## src/rtl/lrelu_pkg.sv

```systemverilog
// rtl/lrelu_pkg.sv - fixed-point types and product scaling for the leaky ReLU backward unit.
// Build option: LRELU_BWD_SAT_EN selects clamping instead of two's-complement wrap.
package lrelu_pkg;

  localparam int WIDTH     = 16;
  localparam int FRAC_BITS = 8;

  typedef logic signed [WIDTH-1:0]   fixed_t;
  typedef logic signed [2*WIDTH-1:0] fixed_wide_t;

  localparam fixed_wide_t SAT_MAX = fixed_wide_t'((2 ** (WIDTH - 1)) - 1);
  localparam fixed_wide_t SAT_MIN = fixed_wide_t'(-(2 ** (WIDTH - 1)));

  // Arithmetic shift floors toward -inf; only the clamp differs between builds.
  function automatic fixed_t scale_sat(fixed_wide_t p);
    fixed_wide_t s;
    s = p >>> FRAC_BITS;
`ifdef LRELU_BWD_SAT_EN
    if (s > SAT_MAX) begin
      s = SAT_MAX;
    end else if (s < SAT_MIN) begin
      s = SAT_MIN;
    end
`else
    s = s;
`endif
    return fixed_t'(s);
  endfunction

endpackage

```

## src/rtl/leaky_relu_backward_if.sv

```systemverilog
// rtl/leaky_relu_backward_if.sv - cache push, gradient, result and control signals of leaky_relu_backward.
interface leaky_relu_backward_if #(parameter int DEPTH = 16);
  import lrelu_pkg::*;

  localparam int CW = $clog2(DEPTH) + 1;

  fixed_t          leak_factor;
  logic            flush;
  logic            fwd_valid;
  logic            fwd_ready;
  fixed_t          fwd_z;
  logic            grad_valid;
  logic            grad_ready;
  fixed_t          grad_in;
  logic            out_valid;
  logic            out_ready;
  fixed_t          out_data;
  logic [CW-1:0]   cache_count;

  modport slave (
    input  leak_factor, flush, fwd_valid, fwd_z, grad_valid, grad_in, out_ready,
    output fwd_ready, grad_ready, out_valid, out_data, cache_count
  );

  modport master (
    output leak_factor, flush, fwd_valid, fwd_z, grad_valid, grad_in, out_ready,
    input  fwd_ready, grad_ready, out_valid, out_data, cache_count
  );

endinterface

```

## src/rtl/lrelu_cache_fifo.sv

```systemverilog
// rtl/lrelu_cache_fifo.sv - DEPTH x WIDTH synchronous FIFO caching forward pre-activations.
module lrelu_cache_fifo
  import lrelu_pkg::*;
#(
  parameter int DEPTH = 16
) (
  input  logic                     clk,
  input  logic                     rst,
  input  logic                     flush_i,
  input  logic                     push_i,
  input  fixed_t                   data_i,
  input  logic                     pop_i,
  output fixed_t                   data_o,
  output logic [$clog2(DEPTH):0]   count_o
);

  localparam int AW = $clog2(DEPTH);
  localparam logic [AW-1:0] PTR_ONE = 1;
  localparam logic [AW:0]   CNT_ONE = 1;

  logic [AW-1:0] wr_ptr_q, rd_ptr_q;
  logic [AW:0]   count_q;
  fixed_t        mem_q [DEPTH];

  always_ff @(posedge clk or negedge rst) begin
    if (!rst) begin
      wr_ptr_q <= '0;
      rd_ptr_q <= '0;
      count_q  <= '0;
    end else if (flush_i) begin
      wr_ptr_q <= '0;
      rd_ptr_q <= '0;
      count_q  <= '0;
    end else begin
      if (push_i) wr_ptr_q <= wr_ptr_q + PTR_ONE;
      if (pop_i)  rd_ptr_q <= rd_ptr_q + PTR_ONE;
      case ({push_i, pop_i})
        2'b10:   count_q <= count_q + CNT_ONE;
        2'b01:   count_q <= count_q - CNT_ONE;
        default: count_q <= count_q;
      endcase
    end
  end

  // Storage needs no reset: entries are only read once count says they are valid.
  always_ff @(posedge clk) begin
    if (push_i && !flush_i) mem_q[wr_ptr_q] <= data_i;
  end

  assign data_o  = mem_q[rd_ptr_q];
  assign count_o = count_q;

endmodule

```

## src/rtl/leaky_relu_backward.sv

```systemverilog
// rtl/leaky_relu_backward.sv - leaky ReLU backward pass: z cache feeding a stall-together gradient pipeline.
// Output scaling honours LRELU_BWD_SAT_EN through lrelu_pkg::scale_sat.
module leaky_relu_backward #(
  parameter int DEPTH = 16
) (
  input  logic                   clk,
  input  logic                   rst,
  leaky_relu_backward_if.slave   bus
);
  import lrelu_pkg::*;

  localparam int CW = $clog2(DEPTH) + 1;

  logic [CW-1:0] count;
  fixed_t        head_z;
  logic          en, push, pop;

  logic          in_valid_q, in_pass_q;
  fixed_t        in_g_q, in_leak_q;
  logic          s1_valid_q, s1_pass_q;
  fixed_t        s1_g_q;
  fixed_wide_t   s1_prod_q, s1_prod_d;
  logic          out_valid_q;
  fixed_t        out_data_q, out_data_d;

  assign en   = !out_valid_q || bus.out_ready;
  assign push = bus.fwd_valid && bus.fwd_ready;
  assign pop  = bus.grad_valid && bus.grad_ready;

  assign bus.fwd_ready   = (count < CW'(DEPTH)) && !bus.flush;
  assign bus.grad_ready  = en && (count != '0) && !bus.flush;
  assign bus.out_valid   = out_valid_q;
  assign bus.out_data    = out_data_q;
  assign bus.cache_count = count;

  lrelu_cache_fifo #(.DEPTH(DEPTH)) u_cache (
    .clk     (clk),
    .rst     (rst),
    .flush_i (bus.flush),
    .push_i  (push),
    .data_i  (bus.fwd_z),
    .pop_i   (pop),
    .data_o  (head_z),
    .count_o (count)
  );

  always_comb begin
    s1_prod_d  = fixed_wide_t'(in_g_q) * fixed_wide_t'(in_leak_q);
    out_data_d = s1_pass_q ? s1_g_q : scale_sat(s1_prod_q);
  end

  // Operands (with leak) are captured on accept; S1 multiplies, S2 scales into out_data.
  always_ff @(posedge clk or negedge rst) begin
    if (!rst) begin
      in_valid_q  <= 1'b0;
      in_pass_q   <= 1'b0;
      in_g_q      <= '0;
      in_leak_q   <= '0;
      s1_valid_q  <= 1'b0;
      s1_pass_q   <= 1'b0;
      s1_g_q      <= '0;
      s1_prod_q   <= '0;
      out_valid_q <= 1'b0;
      out_data_q  <= '0;
    end else if (en) begin
      in_valid_q <= pop;
      if (pop) begin
        in_g_q    <= bus.grad_in;
        in_leak_q <= bus.leak_factor;
        in_pass_q <= !head_z[WIDTH-1] && (head_z != '0);
      end
      s1_valid_q <= in_valid_q;
      if (in_valid_q) begin
        s1_g_q    <= in_g_q;
        s1_pass_q <= in_pass_q;
        s1_prod_q <= s1_prod_d;
      end
      out_valid_q <= s1_valid_q;
      if (s1_valid_q) out_data_q <= out_data_d;
    end
  end

endmodule

```

## src/flat_wrapper.sv

```systemverilog
// flat-port wrapper written by rule: the top's interface ports become plain ports
module leaky_relu_backward_flat import lrelu_pkg::*;
#(
  parameter int DEPTH = 16
)
  (clk, rst, bus_leak_factor, bus_flush, bus_fwd_valid, bus_fwd_z, bus_grad_valid, bus_grad_in, bus_out_ready, bus_fwd_ready, bus_grad_ready, bus_out_valid, bus_out_data, bus_cache_count);
  leaky_relu_backward_if #(.DEPTH(DEPTH)) bus_i ();
  input  logic clk;
  input  logic rst;
  input wire logic [$bits(bus_i.leak_factor)-1:0] bus_leak_factor;
  input wire logic [$bits(bus_i.flush)-1:0] bus_flush;
  input wire logic [$bits(bus_i.fwd_valid)-1:0] bus_fwd_valid;
  input wire logic [$bits(bus_i.fwd_z)-1:0] bus_fwd_z;
  input wire logic [$bits(bus_i.grad_valid)-1:0] bus_grad_valid;
  input wire logic [$bits(bus_i.grad_in)-1:0] bus_grad_in;
  input wire logic [$bits(bus_i.out_ready)-1:0] bus_out_ready;
  output wire logic [$bits(bus_i.fwd_ready)-1:0] bus_fwd_ready;
  output wire logic [$bits(bus_i.grad_ready)-1:0] bus_grad_ready;
  output wire logic [$bits(bus_i.out_valid)-1:0] bus_out_valid;
  output wire logic [$bits(bus_i.out_data)-1:0] bus_out_data;
  output wire logic [$bits(bus_i.cache_count)-1:0] bus_cache_count;
  assign bus_i.leak_factor = bus_leak_factor;
  assign bus_i.flush = bus_flush;
  assign bus_i.fwd_valid = bus_fwd_valid;
  assign bus_i.fwd_z = bus_fwd_z;
  assign bus_i.grad_valid = bus_grad_valid;
  assign bus_i.grad_in = bus_grad_in;
  assign bus_i.out_ready = bus_out_ready;
  assign bus_fwd_ready = bus_i.fwd_ready;
  assign bus_grad_ready = bus_i.grad_ready;
  assign bus_out_valid = bus_i.out_valid;
  assign bus_out_data = bus_i.out_data;
  assign bus_cache_count = bus_i.cache_count;
  leaky_relu_backward #(.DEPTH(DEPTH)) u_core (.clk(clk), .rst(rst), .bus(bus_i));
endmodule
```

## config.mk

```make
export PLATFORM = sky130hd
export DESIGN_NAME = leaky_relu_backward_flat
export DESIGN_NICKNAME = d
export VERILOG_FILES = /design/src/rtl/lrelu_pkg.sv /design/src/rtl/leaky_relu_backward_if.sv /design/src/rtl/lrelu_cache_fifo.sv /design/src/rtl/leaky_relu_backward.sv /design/src/flat_wrapper.sv
export SDC_FILE = /design/constraint.sdc
export NUM_CORES = 1
export LEC_CHECK = 0
export CORE_ASPECT_RATIO = 1.2
export CORE_MARGIN = 2
export CORE_UTILIZATION = 56
export CTS_BUF_LIST = sky130_fd_sc_hd__clkbuf_4
export CTS_CLUSTER_SIZE = 40
export DETAILED_ROUTE_END_ITERATION = 12
export HOLD_SLACK_MARGIN = 0.06
export PLACE_DENSITY_LB_ADDON = 0.1
export SETUP_SLACK_MARGIN = 0.3
export SLEW_MARGIN = 40
export SYNTH_ARGS = -nofsm -noshare
export SYNTH_HDL_FRONTEND = slang
export SYNTH_SLANG_ARGS = --single-unit
```

## constraint.sdc

```tcl
create_clock -name clk -period 10.5 [get_ports clk]
set_input_delay 2.625 -clock clk [delete_from_list [all_inputs] [get_ports clk]]
set_output_delay 2.625 -clock clk [all_outputs]
set_load 0.02 [all_outputs]
```

==> metrics.txt <==
outcome=completed; WS Path Type=in2out; layout cells sized above 1=0.106; period utilisation layout=0.679; Port Buffers=77; largest family of logic cells by synthesized area=adder cells; die area=37400 sq um; final WL=43.6 mm; die height=212 um; Ports=78; WP data arrival=4500 ps; fmax=140 MHz; Synth Area in Adders=0.235; RSZ-0062 raised after global routing=false; Syn Nets=1970; Hold/Removal Path Class=reg2reg; area fraction in compound gates after synthesis=0.0352; Post-route DRC=0; CTS sink cnt=354; Nets=2079; most common cell after layout, fill and taps aside=edfxtp_1; Starting Density=0.564; TNS Setup=0 ps; Critical Path Start Type=input pin; Die W=177 um; Worst-Margin Slew=821 ps; register area share after synthesis=0.504; H-tree levels=3; vias per cell=5.36; Async SR Flop Fraction=0.277; GRT Residual Overflow=0; area of the multi-input gates=8790 sq um; postcts setup bufs=0; post-route ant nets=0; setup violators final=0; post-synthesis register bit count=354; clock latency on the worst-skew pair=800 ps; Hold-fix buffers, CTS=0; routability cong.=0.819; Synth Warn #=0; length of the first detailed-routing pass in iterations=5; Total GRT Usage=0.248; skew final=88.3 ps; first-pass GRT wire length=69.8 mm; fillers=2872; post-DP HPWL=29.7 mm; largest net degree at the start of global routing=57; clk slew on worst S/H paths=70 ps; FF/Latch Area=10100 sq um; Worst R2R Setup Slack=4240 ps; Initial DRC Count=705; row count=76; via count=12299; CP Capture Type=primary output; core area=35700 sq um; Post-Synth Simple-Gate Area=0.130; number of gates resized after CTS=0; most frequent cells in the layout=256 x edfxtp_1, 246 x nand2_1, 245 x inv_1; critical path fanouts, max=17; Max Cap Violations=0; top_reg_cell synth=edfxtp_1; number of synthesized flops with an enable pin=256; multiplexer area fraction after synthesis=0.0202; Layout area overhead=10.9%; syn avg cell area=12.2 sq um; fin crit period=7130 ps; Slew Limit Headroom=0.451; Slew Viols, Final=0; vias in the first global route=12979; WL/cell=19.0 um; clock buffer depth=3; post-synthesis share of cell area spent on xor and xnor gates=0.0170; Yosys cell types=58; CP Data Required Time=7880 ps; total CTS buffers=85; Clock Tree Root=clkbuf_4; Fin. Hold Viols=0; Mapped Cells=1651; CTS tree=yes; Post-Syn Area=20100 sq um; initial antenna violation count=3
==> through the flow <==
stage | std cells | hold slack, ps | utilization | area, sq um | setup WS (ps)
2_1_floorplan | 1651 | 441 | - | 20100 | 4480
3_3_place_gp | 2141 | 462 | 0.596 | 21200 | 3450
3_5_place_dp | 2141 | 465 | 0.594 | 21200 | 3360
4_1_cts | 2293 | 462 | 0.626 | 22300 | 3360
5_1_grt | 2296 | 489 | 0.626 | 22300 | 3240
6_report | 2296 | 464 | 0.626 | 22300 | 3370
==> registers in the layout (all words and copies together), names as in the netlist <==
name,flops
u_core.bus.out_data,16
u_core.bus.out_valid,1
u_core.in_g_q,16
u_core.in_leak_q,16
u_core.in_pass_q,1
u_core.in_valid_q,1
u_core.s1_g_q,16
u_core.s1_pass_q,1
u_core.s1_prod_q,16
u_core.s1_valid_q,1
u_core.u_cache.count_o,5
u_core.u_cache.mem_q,256
u_core.u_cache.rd_ptr_q,4
u_core.u_cache.wr_ptr_q,4
==> per-layer routing <==
metal	GRT usage	part of all wire
met2	0.438	0.53
met4	0.0812	0.022
met3	0.0417	0.052
met5	0	0
met1	0.310	0.40
==> synth_stat cells (all sizes together), types with 4 or more instances <==
master	n	area (sq um)
nand3b	6	45.0
a211oi	4	30.0
a21o	9	67.6
nand3	6	30.0
and2	128	802
inv	245	920
mux2	18	203
nor3	14	70.1
xnor2	26	228
a31oi	9	56.3
buf	13	63.8
ha	78	976
clkbuf	47	196
fa	187	3740
or4	9	67.6
nand4	9	56.3
o31ai	5	37.5
nor4	40	250
o21ai	25	125
nand2	246	923
nand2b	5	31.3
nor2	62	233
edfxtp	256	7690
dfrtp	98	2450
mux2i	18	180
a21oi	39	206
xor2	13	114
==> worst paths after layout <==
kind                                            startpoint                                      to  depth (start not counted)
hold reg to reg               u_core.in_pass_q$_DFFE_PN0P_            u_core.s1_pass_q$_DFFE_PN0P_                          1
max in group asynchronous                              rst            u_core.in_g_q[4]$_DFFE_PN0P_                          2
min in group asynchronous                              rst  u_core.u_cache.rd_ptr_q[1]$_DFFE_PN0P_                          1
hold / removal                u_core.in_pass_q$_DFFE_PN0P_            u_core.s1_pass_q$_DFFE_PN0P_                          1
setup reg to reg           u_core.in_leak_q[8]$_DFFE_PN0P_        u_core.s1_prod_q[20]$_DFFE_PN0P_                         20
setup / recovery                                 bus_flush                          bus_grad_ready                          3
==> cells by family (layout without fill, tap and decap cells) <==
| kind of cell | count (synthesis) | after routing |
|---|---|---|
| AO/OA/AOI/OAI | 112 | 112 |
| multiplexers | 37 | 37 |
| flip-flops | 354 | 354 |
| XOR/XNOR | 39 | 39 |
| AND/OR/NAND/NOR | 538 | 538 |
| adder cells (fa/ha/maj) | 265 | 265 |
| other | 0 | 3 |
| buffers and inverters | 306 | 480 |
==> worst max-delay path, cell delays in order <==
cell and delay [ps]:
clkdlybuf4s50_1 710, a211oi_1 480, clkdlybuf4s50_1 690
==> final cells by class <==
type / instances / area share
sequential: 354 / 0.455
multi-input combinational: 991 / 0.394
clock buffer: 128 / 0.0431
inverter: 246 / 0.0414
timing repair buffer: 82 / 0.0328
tap: 468 / 0.0263
clock inverter: 24 / 0.00729
antenna: 3 / 0.000337
Power is not shown: default switching activity piles up to over one toggle a cycle in this logic, so the estimate is an artifact.
